===== src/rtl/digilock_code_ctrl.sv =====
// Digital lock code controller: programs / checks a 4-word code against an external memory.
// Optional lockout after repeated failed checks is enabled with `define DIGILOCK_LOCKOUT_EN.
module digilock_code_ctrl #(
    parameter int unsigned MAX_FAILS   = 3,
    parameter int unsigned LOCK_CYCLES = 100
) (
    input  logic        clk,
    input  logic        reset,
    input  logic        cmd_prog,
    input  logic        cmd_check,
    input  logic [15:0] din,
    input  logic        din_valid,
    output logic        din_ready,
    output logic [1:0]  mem_idx,
    output logic        mem_wr,
    output logic        mem_enable,
    output logic [15:0] mem_wdata,
    input  logic [15:0] mem_rdata,
    output logic        busy,
    output logic        done,
    output logic        match,
    output logic        locked
);

    localparam int unsigned DATA_W = 16;
    localparam int unsigned CNT_W  = 2;

    localparam logic [2:0] S_IDLE    = 3'd0;
    localparam logic [2:0] S_PROG    = 3'd1;
    localparam logic [2:0] S_CHK_RD  = 3'd2;
    localparam logic [2:0] S_CHK_CMP = 3'd3;
    localparam logic [2:0] S_FINISH  = 3'd4;

    if (MAX_FAILS == 0 || LOCK_CYCLES == 0) begin : g_bad_params
        $error("digilock_code_ctrl: MAX_FAILS and LOCK_CYCLES must be at least 1");
    end

    logic [2:0]        r_state;
    logic [2:0]        w_state_nxt;
    logic [CNT_W-1:0]  r_cnt;
    logic [CNT_W-1:0]  w_cnt_nxt;
    logic              r_err;
    logic              w_err_nxt;
    logic [DATA_W-1:0] r_din;
    logic [DATA_W-1:0] w_din_nxt;
    logic              r_match;
    logic              w_match_nxt;
    logic              r_busy;
    logic              r_done;
    logic              r_din_ready;
    logic              w_xfer;
    logic              w_word_bad;
    logic              w_cmd_ok;

    assign w_xfer     = din_valid & r_din_ready;
    assign w_word_bad = (mem_rdata != r_din);

    assign din_ready = r_din_ready;
    assign busy      = r_busy;
    assign done      = r_done;
    assign match     = r_match;

    // Next-state, datapath and same-cycle memory strobe decode
    always_comb begin
        w_state_nxt = r_state;
        w_cnt_nxt   = r_cnt;
        w_err_nxt   = r_err;
        w_din_nxt   = r_din;
        w_match_nxt = r_match;
        mem_enable  = 1'b0;
        mem_wr      = 1'b0;
        mem_idx     = '0;
        mem_wdata   = '0;

        case (r_state)
            S_IDLE: begin
                if (w_cmd_ok && (cmd_prog || cmd_check)) begin
                    w_state_nxt = cmd_prog ? S_PROG : S_CHK_RD;
                    w_cnt_nxt   = '0;
                    w_err_nxt   = 1'b0;
                    w_match_nxt = 1'b0;
                end
            end
            S_PROG: begin
                if (w_xfer) begin
                    mem_enable = 1'b1;
                    mem_wr     = 1'b1;
                    mem_idx    = r_cnt;
                    mem_wdata  = din;
                    w_cnt_nxt  = r_cnt + CNT_W'(1);
                    if (r_cnt == CNT_W'(3)) begin
                        w_state_nxt = S_FINISH;
                        w_match_nxt = 1'b0;
                    end
                end
            end
            S_CHK_RD: begin
                if (w_xfer) begin
                    mem_enable  = 1'b1;
                    mem_idx     = r_cnt;
                    w_din_nxt   = din;
                    w_state_nxt = S_CHK_CMP;
                end
            end
            S_CHK_CMP: begin
                // Every word is compared even after a mismatch so timing is data-independent
                if (w_word_bad) begin
                    w_err_nxt = 1'b1;
                end
                if (r_cnt == CNT_W'(3)) begin
                    w_state_nxt = S_FINISH;
                    w_match_nxt = ~(r_err | w_word_bad);
                end else begin
                    w_cnt_nxt   = r_cnt + CNT_W'(1);
                    w_state_nxt = S_CHK_RD;
                end
            end
            S_FINISH: begin
                w_state_nxt = S_IDLE;
            end
            default: begin
                w_state_nxt = S_IDLE;
            end
        endcase
    end

    // State and registered outputs, decoded from the next state
    always_ff @(posedge clk) begin
        if (reset) begin
            r_state     <= S_IDLE;
            r_cnt       <= '0;
            r_err       <= 1'b0;
            r_din       <= '0;
            r_match     <= 1'b0;
            r_busy      <= 1'b0;
            r_done      <= 1'b0;
            r_din_ready <= 1'b0;
        end else begin
            r_state     <= w_state_nxt;
            r_cnt       <= w_cnt_nxt;
            r_err       <= w_err_nxt;
            r_din       <= w_din_nxt;
            r_match     <= w_match_nxt;
            r_busy      <= (w_state_nxt != S_IDLE);
            r_done      <= (w_state_nxt == S_FINISH);
            r_din_ready <= (w_state_nxt == S_PROG) || (w_state_nxt == S_CHK_RD);
        end
    end

`ifdef DIGILOCK_LOCKOUT_EN
    localparam int unsigned FAIL_W = (MAX_FAILS < 2) ? 1 : $clog2(MAX_FAILS + 1);
    localparam int unsigned LOCK_W = (LOCK_CYCLES < 2) ? 1 : $clog2(LOCK_CYCLES + 1);

    logic [FAIL_W-1:0] r_fails;
    logic [LOCK_W-1:0] r_lock_cnt;
    logic              r_locked;
    logic              r_chk_fin;

    assign locked   = r_locked;
    assign w_cmd_ok = ~r_locked;

    // Fail counter and lockout timer; r_chk_fin marks a FINISH that ends a check
    always_ff @(posedge clk) begin
        if (reset) begin
            r_fails    <= '0;
            r_lock_cnt <= '0;
            r_locked   <= 1'b0;
            r_chk_fin  <= 1'b0;
        end else begin
            r_chk_fin <= (r_state == S_CHK_CMP) && (w_state_nxt == S_FINISH);
            if (r_locked) begin
                if (r_lock_cnt == '0) begin
                    r_locked <= 1'b0;
                    r_fails  <= '0;
                end else begin
                    r_lock_cnt <= r_lock_cnt - LOCK_W'(1);
                end
            end else if ((r_state == S_FINISH) && r_chk_fin) begin
                if (r_match) begin
                    r_fails <= '0;
                end else begin
                    r_fails <= r_fails + FAIL_W'(1);
                    if ((32'(r_fails) + 32'd1) >= MAX_FAILS) begin
                        r_locked   <= 1'b1;
                        r_lock_cnt <= LOCK_W'(LOCK_CYCLES - 1);
                    end
                end
            end
        end
    end
`else
    assign locked   = 1'b0;
    assign w_cmd_ok = 1'b1;
`endif

endmodule

===== config.mk =====
export PLATFORM = sky130hd
export DESIGN_NAME = digilock_code_ctrl
export DESIGN_NICKNAME = d
export VERILOG_FILES = /design/src/rtl/digilock_code_ctrl.sv
export SDC_FILE = /design/constraint.sdc
export NUM_CORES = 1
export LEC_CHECK = 0
export BUFFER_PORTS_ARGS = -buffer_cell sky130_fd_sc_hd__buf_2
export CORE_ASPECT_RATIO = 1.2
export CORE_MARGIN = 2
export CORE_UTILIZATION = 42
export CTS_CLUSTER_SIZE = 16
export DETAILED_ROUTE_END_ITERATION = 12
export PLACE_DENSITY = 0.82
export SLEW_MARGIN = 20
export SYNTH_ARGS = -nofsm -noshare
export SYNTH_HDL_FRONTEND = slang
export SYNTH_SLANG_ARGS = --single-unit

===== constraint.sdc =====
create_clock -name clk -period 1.7 [get_ports clk]
set_clock_uncertainty 0.15 [all_clocks]
set_input_delay 0.085 -clock clk [delete_from_list [all_inputs] [get_ports clk]]
set_output_delay 0.085 -clock clk [all_outputs]
set_load 0.1 [all_outputs]

==> flow_summary.json <==
{
  "status": "complete, but fails checks",
  "violations": "negative setup slack",
  "end_kind": "primary output",
  "via_per_inst": 5.23,
  "clock.fmax_mhz": 528,
  "drc": 0,
  "io_pins": 62,
  "crit_required_ns": 1.46,
  "ys_seq_elements": 26,
  "clk_latency_ns": 0.34,
  "met3_usage_pct": 4.08,
  "drtIter0Drc": 62,
  "r2r_setup_slack_ns": -0.15,
  "fp-row-count": 22,
  "worstRegToRegCells": 5,
  "path_clk_slew_ns": 0.15,
  "fin_crit_ns": 1.89,
  "vias": 1507,
  "drt-total-wl_um": 4730,
  "setup_viol": 21,
  "core-area_um2": 3110,
  "worstHoldEndpoint": "r_state[0]",
  "synth_ff_type": "dfxtp_1",
  "fp.dieH_um": 66.9,
  "yosys_warnings": 0,
  "grt_usage_pct": 24.0,
  "syn_nets": 196,
  "drtAntennaViolNets": 0,
  "post_drt_wl_per_cell_um": 16.4,
  "cts_tree": "done",
  "power_leakage_nw": 1.12,
  "post-route-util_pct": 83.4,
  "hold_depth": 4,
  "grt_pass1_wl_um": 6980,
  "power_mw": 1.43,
  "drt_first_pass_iters": 4,
  "use_met1_pct": 25.1,
  "synthArstFlopShare_pct": 0,
  "rsz0062_at_grt": "true",
  "finalMaxSlewViolations": 0,
  "arrival_ns": 1.66,
  "syn_area_per_cell_um2": 8.76,
  "cts.sink_count": 26,
  "globalRouteMet2Util_pct": 46.9,
  "numCtsBuffers": 3,
  "diodes": 0,
  "grt-busiest-layer": "met2",
  "die_x_um": 56.4,
  "port_buffers": 60,
  "path_class": "flop to primary output",
  "grt-ovfl-total": 0,
  "hp-start": "din_valid",
  "crit_path_start_kind": "flop",
  "maxCapViolations": 0,
  "synth_seq_area_share_pct": 37.6,
  "place_congestion": 0.785,
  "htree_levels": 1,
  "synth_cells": 158,
  "grt_max_degree": 28,
  "irDropWorstVdd_mv": 0.407,
  "setup_ws_ns": -0.195,
  "ys_types": 36,
  "layout.nets": 291,
  "reg2reg_from": "r_din[13]",
  "cp_max_fo": 5,
  "cts_buffer_depth": 2,
  "period_share_pct": 111,
  "clock-root-buffer": "clkbuf_4",
  "synthesis.area_um2": 1380,
  "start_util_pct": 44.5,
  "grt_pass1_vias": 1558,
  "power.density_nw_per_um2": 553,
  "synth_edf_count": 0,
  "dp_hpwl_um": 2760,
  "hold_violations": 0,
  "drive_gt1_share_pct": 53.6,
  "min_path_type": "input port to flop",
  "antenna_found_initial": 0,
  "die-area_um2": 3770,
  "timing.rr.end": "r_err",
  "syn2layout_area_growth_pct": 87.5
}
==> metrics by stage <==
step | setup WS (ns) | instance area, um^2 | hold WS, ns | std cells | TNS, ns
after floorplan | -0.319 | 1450 | 0.0822 | 158 | -3.26
after global placement | -0.0488 | 2150 | 0.179 | 258 | -0.0488
after detailed placement | -0.0961 | 2150 | 0.191 | 258 | -0.104
after CTS | -0.141 | 2470 | 0.00945 | 284 | -2.41
after global routing | -0.240 | 2590 | 0.0692 | 288 | -4.86
final | -0.195 | 2590 | 0.0295 | 288 | -3.62
==> layer usage <==
layer / vias up / routed length, um
li1: 717 / -
met5: - / 0
met1: 706 / 1790
met2: 68 / 2550
met4: 0 / 159
met3: 16 / 233
==> power by group <==
group | leakage, nW | switching [mW] | total [mW] | internal (mW)
Clock | 0.0150 | 0.192 | 0.284 | 0.0922
Combinational | 0.893 | 0.286 | 0.504 | 0.219
Sequential | 0.215 | 0.0198 | 0.646 | 0.626
==> cell families (layout without fill, tap and decap cells) <==
group                      count (synthesis)  in the layout  synth area share (%)
DFF                                       26             26                  37.6
AOI/OAI and AO/OA                         15             15                  6.60
buffers and inverters                     12            106                  4.43
other                                      1              1                 0.271
and+or+nand+nor                           71             71                  28.5
xor gates and xnor gates                  16             16                  10.1
muxes                                     16             16                  11.6
adders and majority gates                  1              1                 0.904
==> registers in the layout, summed over array words and instances (netlist names) <==
register	flops
r_din	16
r_state	3
r_cnt	2
busy	1
din_ready	1
done	1
match	1
r_err	1
==> synth_stat cells, types with 2 or more instances <==
| cell type | number | share of area [%] |
|---|---|---|
| inv_1 | 2 | 0.54 |
| dfxtp_1 | 26 | 38 |
| nand2b_1 | 2 | 0.90 |
| nor4_1 | 2 | 0.90 |
| or3_1 | 2 | 0.90 |
| clkbuf_1 | 4 | 1.1 |
| or2_2 | 2 | 0.90 |
| nor3b_1 | 2 | 1.1 |
| xor2_1 | 10 | 6.3 |
| a21oi_1 | 6 | 2.2 |
| nor2_1 | 24 | 6.5 |
| nand2_1 | 6 | 1.6 |
| xnor2_1 | 6 | 3.8 |
| buf_2 | 4 | 1.4 |
| mux2i_1 | 16 | 12 |
| o21ai_0 | 3 | 1.1 |
| nor3_1 | 5 | 1.8 |
| and2_1 | 18 | 8.1 |
==> timing repair <==
item                                   4_1_cts  5_1_grt
pin swaps                                   21       10
setup endpoints to repair                   24       34
hold buffers                                16        0
setup buffers                                6        5
endpoints found under the hold margin       16        0
gates resized for setup                     27       24
gates cloned                                 0        0
==> cells in the final DEF (no fill, tap or decap), types with 6 or more instances in the layout <==
cell           Yosys  final
mux2i_1           16     15
dlygate4sd3_1      0     16
xor2_1            10     10
buf_4              1     11
buf_2              4     40
buf_6              1      9
nor2_1            24     22
buf_12             0     22
dfxtp_1           26     18
xnor2_1            6      6
and2_4             0     18
==> cell type report <==
cell class	count	area, um^2
Inverter	2	7.51
Timing Repair Buffer	100	1010
Fill cell	167	515
Clock buffer	4	26.3
Multi-Input combinational cell	120	961
Sequential cell	26	541
Tap cell	36	45.0
==> how the worst max path moves through the flow <==
stage                               end  slack [ns]  startpoint  cells past startpoint
final                     mem_wdata[14]       -0.19   din_ready                      6
after global routing      mem_wdata[12]       -0.24  r_state[2]                      6
after CTS                  mem_wdata[5]       -0.14  r_state[2]                      6
after detailed placement          r_err        -0.1  r_state[1]                      5
after global placement            r_err       -0.05  r_state[1]                      5
after floorplan              mem_idx[0]       -0.32   din_ready                      5
==> worst max-delay path, stage by stage, from the launching register on <==
cell and delay [ns]:
dfxtp_4 0.39, nand2_4 0.09, nor3_4 0.26, buf_6 0.16, buf_6 0.12, and2_4 0.15, buf_12 0.17
(Power assumes the default switching activity.)
